<file path="config.mk">
export PLATFORM = sky130hd
export DESIGN_NAME = keypad_scanner
export DESIGN_NICKNAME = d
export VERILOG_FILES = /design/src/rtl/keypad_scanner.sv
export SDC_FILE = /design/constraint.sdc
export NUM_CORES = 1
export LEC_CHECK = 0
export ABC_AREA = 1
export BUFFER_PORTS_ARGS = -buffer_cell sky130_fd_sc_hd__buf_2
export CORE_MARGIN = 1
export CORE_UTILIZATION = 62
export DETAILED_ROUTE_END_ITERATION = 10
export MAX_ROUTING_LAYER = met4
export PLACE_DENSITY = 0.81
export SETUP_SLACK_MARGIN = 0.1
export SLEW_MARGIN = 0
export SYNTH_ARGS = -nofsm -noshare
export SYNTH_HDL_FRONTEND = slang
export SYNTH_SLANG_ARGS = --single-unit
export TNS_END_PERCENT = 20
</file>
<file path="constraint.sdc">
create_clock -name clk -period 3.4 [get_ports clk]
set_input_delay 1.02 -clock clk [delete_from_list [all_inputs] [get_ports clk]]
set_output_delay 1.02 -clock clk [all_outputs]
set_load 0.01 [all_outputs]
</file>
<file path="src/rtl/keypad_scanner.sv">
// keypad_scanner: 4x4 membrane keypad front-end for the vending controller.
// Walks an active-low row strobe across the keypad, samples the column lines through a
// 2-flop synchronizer and debounces one key press/release on a slow scan tick. Accepted
// keys are presented as active-low column/row one-cold levels plus a binary code.
//
// Ports:
//   clk        system clock
//   reset      asynchronous active-low reset
//   col_in     raw column lines, active-low, asynchronous to clk
//   row_drive  row strobe, active-low, exactly one bit low
//   c, r       debounced column/row of the held key, active-low, 4'b1111 when idle
//   key_valid  high while an accepted key is held
//   key_press  one-cycle pulse on acceptance
//   key_code   {row, col} of the last accepted key
module keypad_scanner #(
  parameter int unsigned SCAN_DIV = 1000,
  parameter int unsigned DEBOUNCE = 4
) (
  input  logic       clk,
  input  logic       reset,
  input  logic [3:0] col_in,
  output logic [3:0] row_drive,
  output logic [3:0] c,
  output logic [3:0] r,
  output logic       key_valid,
  output logic       key_press,
  output logic [3:0] key_code
);

  localparam int unsigned DivW  = $clog2(SCAN_DIV);
  localparam int unsigned StabW = $clog2(DEBOUNCE + 1);
  localparam logic [DivW-1:0]  DivMax  = DivW'(SCAN_DIV - 1);
  localparam logic [StabW-1:0] StabMax = StabW'(DEBOUNCE);
  localparam logic [StabW-1:0] StabOne = StabW'(1);

  typedef enum logic [1:0] {StScan, StDebounce, StHeld, StRelease} state_e;

  state_e           state_q, state_d;
  logic [3:0]       col_meta_q, col_s_q;
  logic [DivW-1:0]  div_q, div_d;
  logic [StabW-1:0] stab_q, stab_d;
  logic [1:0]       row_q, row_d;
  logic [3:0]       row_drive_q, row_drive_d;
  logic [1:0]       cand_row_q, cand_row_d;
  logic [1:0]       cand_col_q, cand_col_d;
  logic [3:0]       c_q, c_d;
  logic [3:0]       r_q, r_d;
  logic             valid_q, valid_d;
  logic             press_q, press_d;
  logic [3:0]       code_q, code_d;

  logic             tick;
  logic             single;
  logic [1:0]       single_idx;
  logic [3:0]       cand_pat;
  logic [StabW-1:0] stab_inc;

  assign tick     = (div_q == DivMax);
  assign div_d    = tick ? '0 : div_q + 1'b1;
  assign cand_pat = ~(4'b0001 << cand_col_q);
  assign stab_inc = (stab_q < StabMax) ? stab_q + 1'b1 : stab_q;

  // Exactly one column low; multi-key patterns are treated as no key.
  always_comb begin
    single     = 1'b1;
    single_idx = 2'd0;
    case (col_s_q)
      4'b1110: single_idx = 2'd0;
      4'b1101: single_idx = 2'd1;
      4'b1011: single_idx = 2'd2;
      4'b0111: single_idx = 2'd3;
      default: single     = 1'b0;
    endcase
  end

  always_comb begin
    state_d    = state_q;
    stab_d     = stab_q;
    row_d      = row_q;
    cand_row_d = cand_row_q;
    cand_col_d = cand_col_q;
    c_d        = c_q;
    r_d        = r_q;
    valid_d    = valid_q;
    press_d    = 1'b0;
    code_d     = code_q;
    if (tick) begin
      unique case (state_q)
        StScan: begin
          if (single) begin
            cand_row_d = row_q;
            cand_col_d = single_idx;
            stab_d     = StabOne;
            state_d    = StDebounce;
          end else begin
            row_d = row_q + 2'd1;
          end
        end
        StDebounce: begin
          if (col_s_q == cand_pat) begin
            stab_d = stab_inc;
            if (stab_inc == StabMax) begin
              state_d = StHeld;
              c_d     = cand_pat;
              r_d     = ~(4'b0001 << cand_row_q);
              valid_d = 1'b1;
              press_d = 1'b1;
              code_d  = {cand_row_q, cand_col_q};
            end
          end else begin
            state_d = StScan;
            row_d   = row_q + 2'd1;
          end
        end
        StHeld: begin
          // Only the accepted column matters; other keys on this row are ignored.
          if (col_s_q[cand_col_q]) begin
            stab_d  = StabOne;
            state_d = StRelease;
          end
        end
        StRelease: begin
          if (col_s_q[cand_col_q]) begin
            stab_d = stab_inc;
            if (stab_inc == StabMax) begin
              state_d = StScan;
              row_d   = row_q + 2'd1;
              c_d     = 4'b1111;
              r_d     = 4'b1111;
              valid_d = 1'b0;
            end
          end else begin
            // Bounce during release: back to held without a new press pulse.
            state_d = StHeld;
            stab_d  = '0;
          end
        end
        default: state_d = StScan;
      endcase
    end
    row_drive_d = ~(4'b0001 << row_d);
  end

  always_ff @(posedge clk or negedge reset) begin
    if (!reset) begin
      state_q     <= StScan;
      col_meta_q  <= 4'b1111;
      col_s_q     <= 4'b1111;
      div_q       <= '0;
      stab_q      <= '0;
      row_q       <= 2'd0;
      row_drive_q <= 4'b1110;
      cand_row_q  <= 2'd0;
      cand_col_q  <= 2'd0;
      c_q         <= 4'b1111;
      r_q         <= 4'b1111;
      valid_q     <= 1'b0;
      press_q     <= 1'b0;
      code_q      <= 4'h0;
    end else begin
      state_q     <= state_d;
      col_meta_q  <= col_in;
      col_s_q     <= col_meta_q;
      div_q       <= div_d;
      stab_q      <= stab_d;
      row_q       <= row_d;
      row_drive_q <= row_drive_d;
      cand_row_q  <= cand_row_d;
      cand_col_q  <= cand_col_d;
      c_q         <= c_d;
      r_q         <= r_d;
      valid_q     <= valid_d;
      press_q     <= press_d;
      code_q      <= code_d;
    end
  end

  assign row_drive = row_drive_q;
  assign c         = c_q;
  assign r         = r_q;
  assign key_valid = valid_q;
  assign key_press = press_q;
  assign key_code  = code_q;

endmodule
</file>
==> results.json <==
{
  "grt_max_degree": 48,
  "rows": 21,
  "synth.lib_cells_used.distinct": 32,
  "slew_violations": 0,
  "critical_path_class": "register to output port",
  "clk_pin_slew_ns": 0.09,
  "max_freq_mhz": 505.1,
  "layout_min_cycle_time_ns": 1.980,
  "critical_path.endpoint_type": "output port",
  "async_reset_ff_frac": 1.000,
  "timing.critical_path.buf_inv": 1,
  "grt_pass1_vias": 1680,
  "wirelength_mm": 4.205,
  "coreArea_um2": 3468,
  "worst_path_dominant_cell_family": "flip-flops",
  "worst_path_max_delay_cell": "sky130_fd_sc_hd__dfstp_2",
  "cp_cell_sequence": "buf_2",
  "vdd_drop_max_mv": 0.3031,
  "cts_root_buffer": "sky130_fd_sc_hd__clkbuf_8",
  "power_density_nw_per_um2": 397.6,
  "detailed_place_hpwl_mm": 3.028,
  "syn_nets": 284,
  "clk_lat_worst_skew_ns": 0.30,
  "diodes": 0,
  "power.static_leakage_nw": 1.357,
  "num-nets-final": 311,
  "routed_length_per_instance_um": 12.01,
  "synthesis.area_um2": 2328,
  "drt_iter0_markers": 107,
  "crit_fanout": 2,
  "clock_tree_from_tritoncts": "yes",
  "worst_slew_pin_slew_ns": 0.9649,
  "synth_flop_cell": "sky130_fd_sc_hd__dfrtp_1",
  "synth-edff-count": 0,
  "number_of_hold_violations_in_the_final_report": 0,
  "number_of_hold_repair_buffers_added_at_the_cts_stage": 0,
  "via_per_inst": 5.203,
  "ctsLongestPathBuffers": 2,
  "cts_resized": 0,
  "h_tree_levels": 2,
  "place_ws_ns": 1.528,
  "postSynthCellCount": 276,
  "first_pass_iters": 4,
  "grt_first_pass_wirelength_mm": 7.258,
  "design_power_total_w": 0.001029,
  "die_height_um": 63.29,
  "finalWorstSetupSlack_ns": 1.420,
  "clock_sink_count": 47,
  "placedCellCount": 342,
  "critical_path_arrival_ns": 0.96,
  "post_layout_nonfiller_instances": 350,
  "worst-endpoint-required_ns": 2.38,
  "outcome": "finished clean",
  "ios": 24,
  "final_setup_vio_count": 0,
  "cts_buffers": 5,
  "cp_slowest_stage_delay_ns": 0.54,
  "final_worst_path_period_share": 0.5823,
  "die_outline_area_um2": 4005,
  "slew-limit-headroom": 0.3567,
  "layout_commonest_cell": "sky130_fd_sc_hd__nand2_1",
  "gr-usage-all-layers": 0.2430,
  "synth_warnings": 0,
  "die-width_um": 63.29,
  "cts_setup_buffers": 0,
  "worst_setup_path_start_kind": "register",
  "place_congestion": 0.8726,
  "drt_drc_violations_left": 0,
  "grt_antenna_before_repair": 0,
  "post_synth.cell_area_avg_um2": 8.437,
  "cap_violations": 0,
  "drtAntennaViolNets": 0,
  "post_route_cells_drive_above_1_share": 0.2434,
  "layout_common_cells": "sky130_fd_sc_hd__nand2_1 (72), sky130_fd_sc_hd__inv_1 (39), sky130_fd_sc_hd__dfrtp_1 (28), sky130_fd_sc_hd__nor2_1 (26), sky130_fd_sc_hd__buf_2 (23)",
  "tns_ns": 0,
  "setup_repair_after_global_routing_missed_its_margin": "false",
  "hold_class": "register to register",
  "placement.io_buffers": 23,
  "flow.area_growth_from_synthesis_pct": 11.18,
  "initial_core_util": 0.6714,
  "finalClockSkew_ns": 0.008543,
  "synth-seq-area-share": 0.5153,
  "synth-seq-cells": 47,
  "gr-total-overflow": 0,
  "routed-via-count": 1821
}
==> metal layers <==
layer | wire [um] | track usage
met1 | 1857 | 0.2811
met3 | 170 | 0.05435
met2 | 2109 | 0.4194
met5 | 0 | -
met4 | 68 | 0.07670
==> power breakdown <==
part	internal [W]	total (W)	switching [W]
sequential	0.000568	0.000571	0.00000329
combinational	0.00000766	0.0000303	0.0000226
clock	0.000242	0.000428	0.000186
total	0.000817	0.00103	0.000212
==> registers in the layout, indices dropped and copies added, names as in the netlist <==
name        flops
div_q          10
c               4
col_meta_q      4
col_s_q         4
key_code        4
r               4
row_drive       4
stab_q          3
cand_col_q      2
cand_row_q      2
row_q           2
state_q         2
key_press       1
key_valid       1
==> final cells by class <==
class	instances	area [um^2]
inverters	46	175.2
clock inverters	2	38.79
flip-flops and latches	47	1200
repair buffers	23	115.1
clock buffers	6	82.58
well taps	46	57.56
fillers	251	879.6
multi-input cells	180	919.6
==> per-stage QoR <==
step           instance area (um^2)    util  hold WS (ns)
4_1_cts                        2589  0.7464        0.3599
3_3_place_gp                   2467  0.7114        0.3455
6_report                       2589  0.7464        0.3592
2_1_floorplan                  2328       -        0.3452
3_5_place_dp                   2467  0.7114        0.3472
5_1_grt                        2589  0.7464        0.3627
==> final timing paths <==
kind,startpoint,endpoint,slack (ns),depth (start not counted)
worst max-delay path,r[0],r[0],1.42,1
worst min-delay path,col_meta_q[1],col_s_q[1],0.36,0
worst max register to register,stab_q[0],r[0],1.58,9
worst min register to register,col_meta_q[1],col_s_q[1],0.36,0
max in group asynchronous,reset,key_valid,1.94,1
min in group asynchronous,reset,div_q[2],0.87,1
==> cells in the mapped netlist, drive strengths merged (3+ instances only) <==
library cell / instances / share of area
a21oi: 9 / 0.019
dfstp: 19 / 0.21
nand4: 4 / 0.013
dfrtp: 28 / 0.30
nor3: 7 / 0.015
nor2: 32 / 0.068
a22oi: 4 / 0.013
o21ai: 14 / 0.030
buf: 3 / 0.015
nand3: 21 / 0.062
inv: 46 / 0.075
nand2: 77 / 0.13
==> logic make-up after synthesis <==
kind of cell	synth area share
xor gates and xnor gates	0.007524
buffers and inverters	0.08974
AOI/OAI and AO/OA	0.07147
adders and majority gates	0.01075
and+or+nand+nor	0.3052
DFF	0.5153
Power figures use the tool's default switching activity.
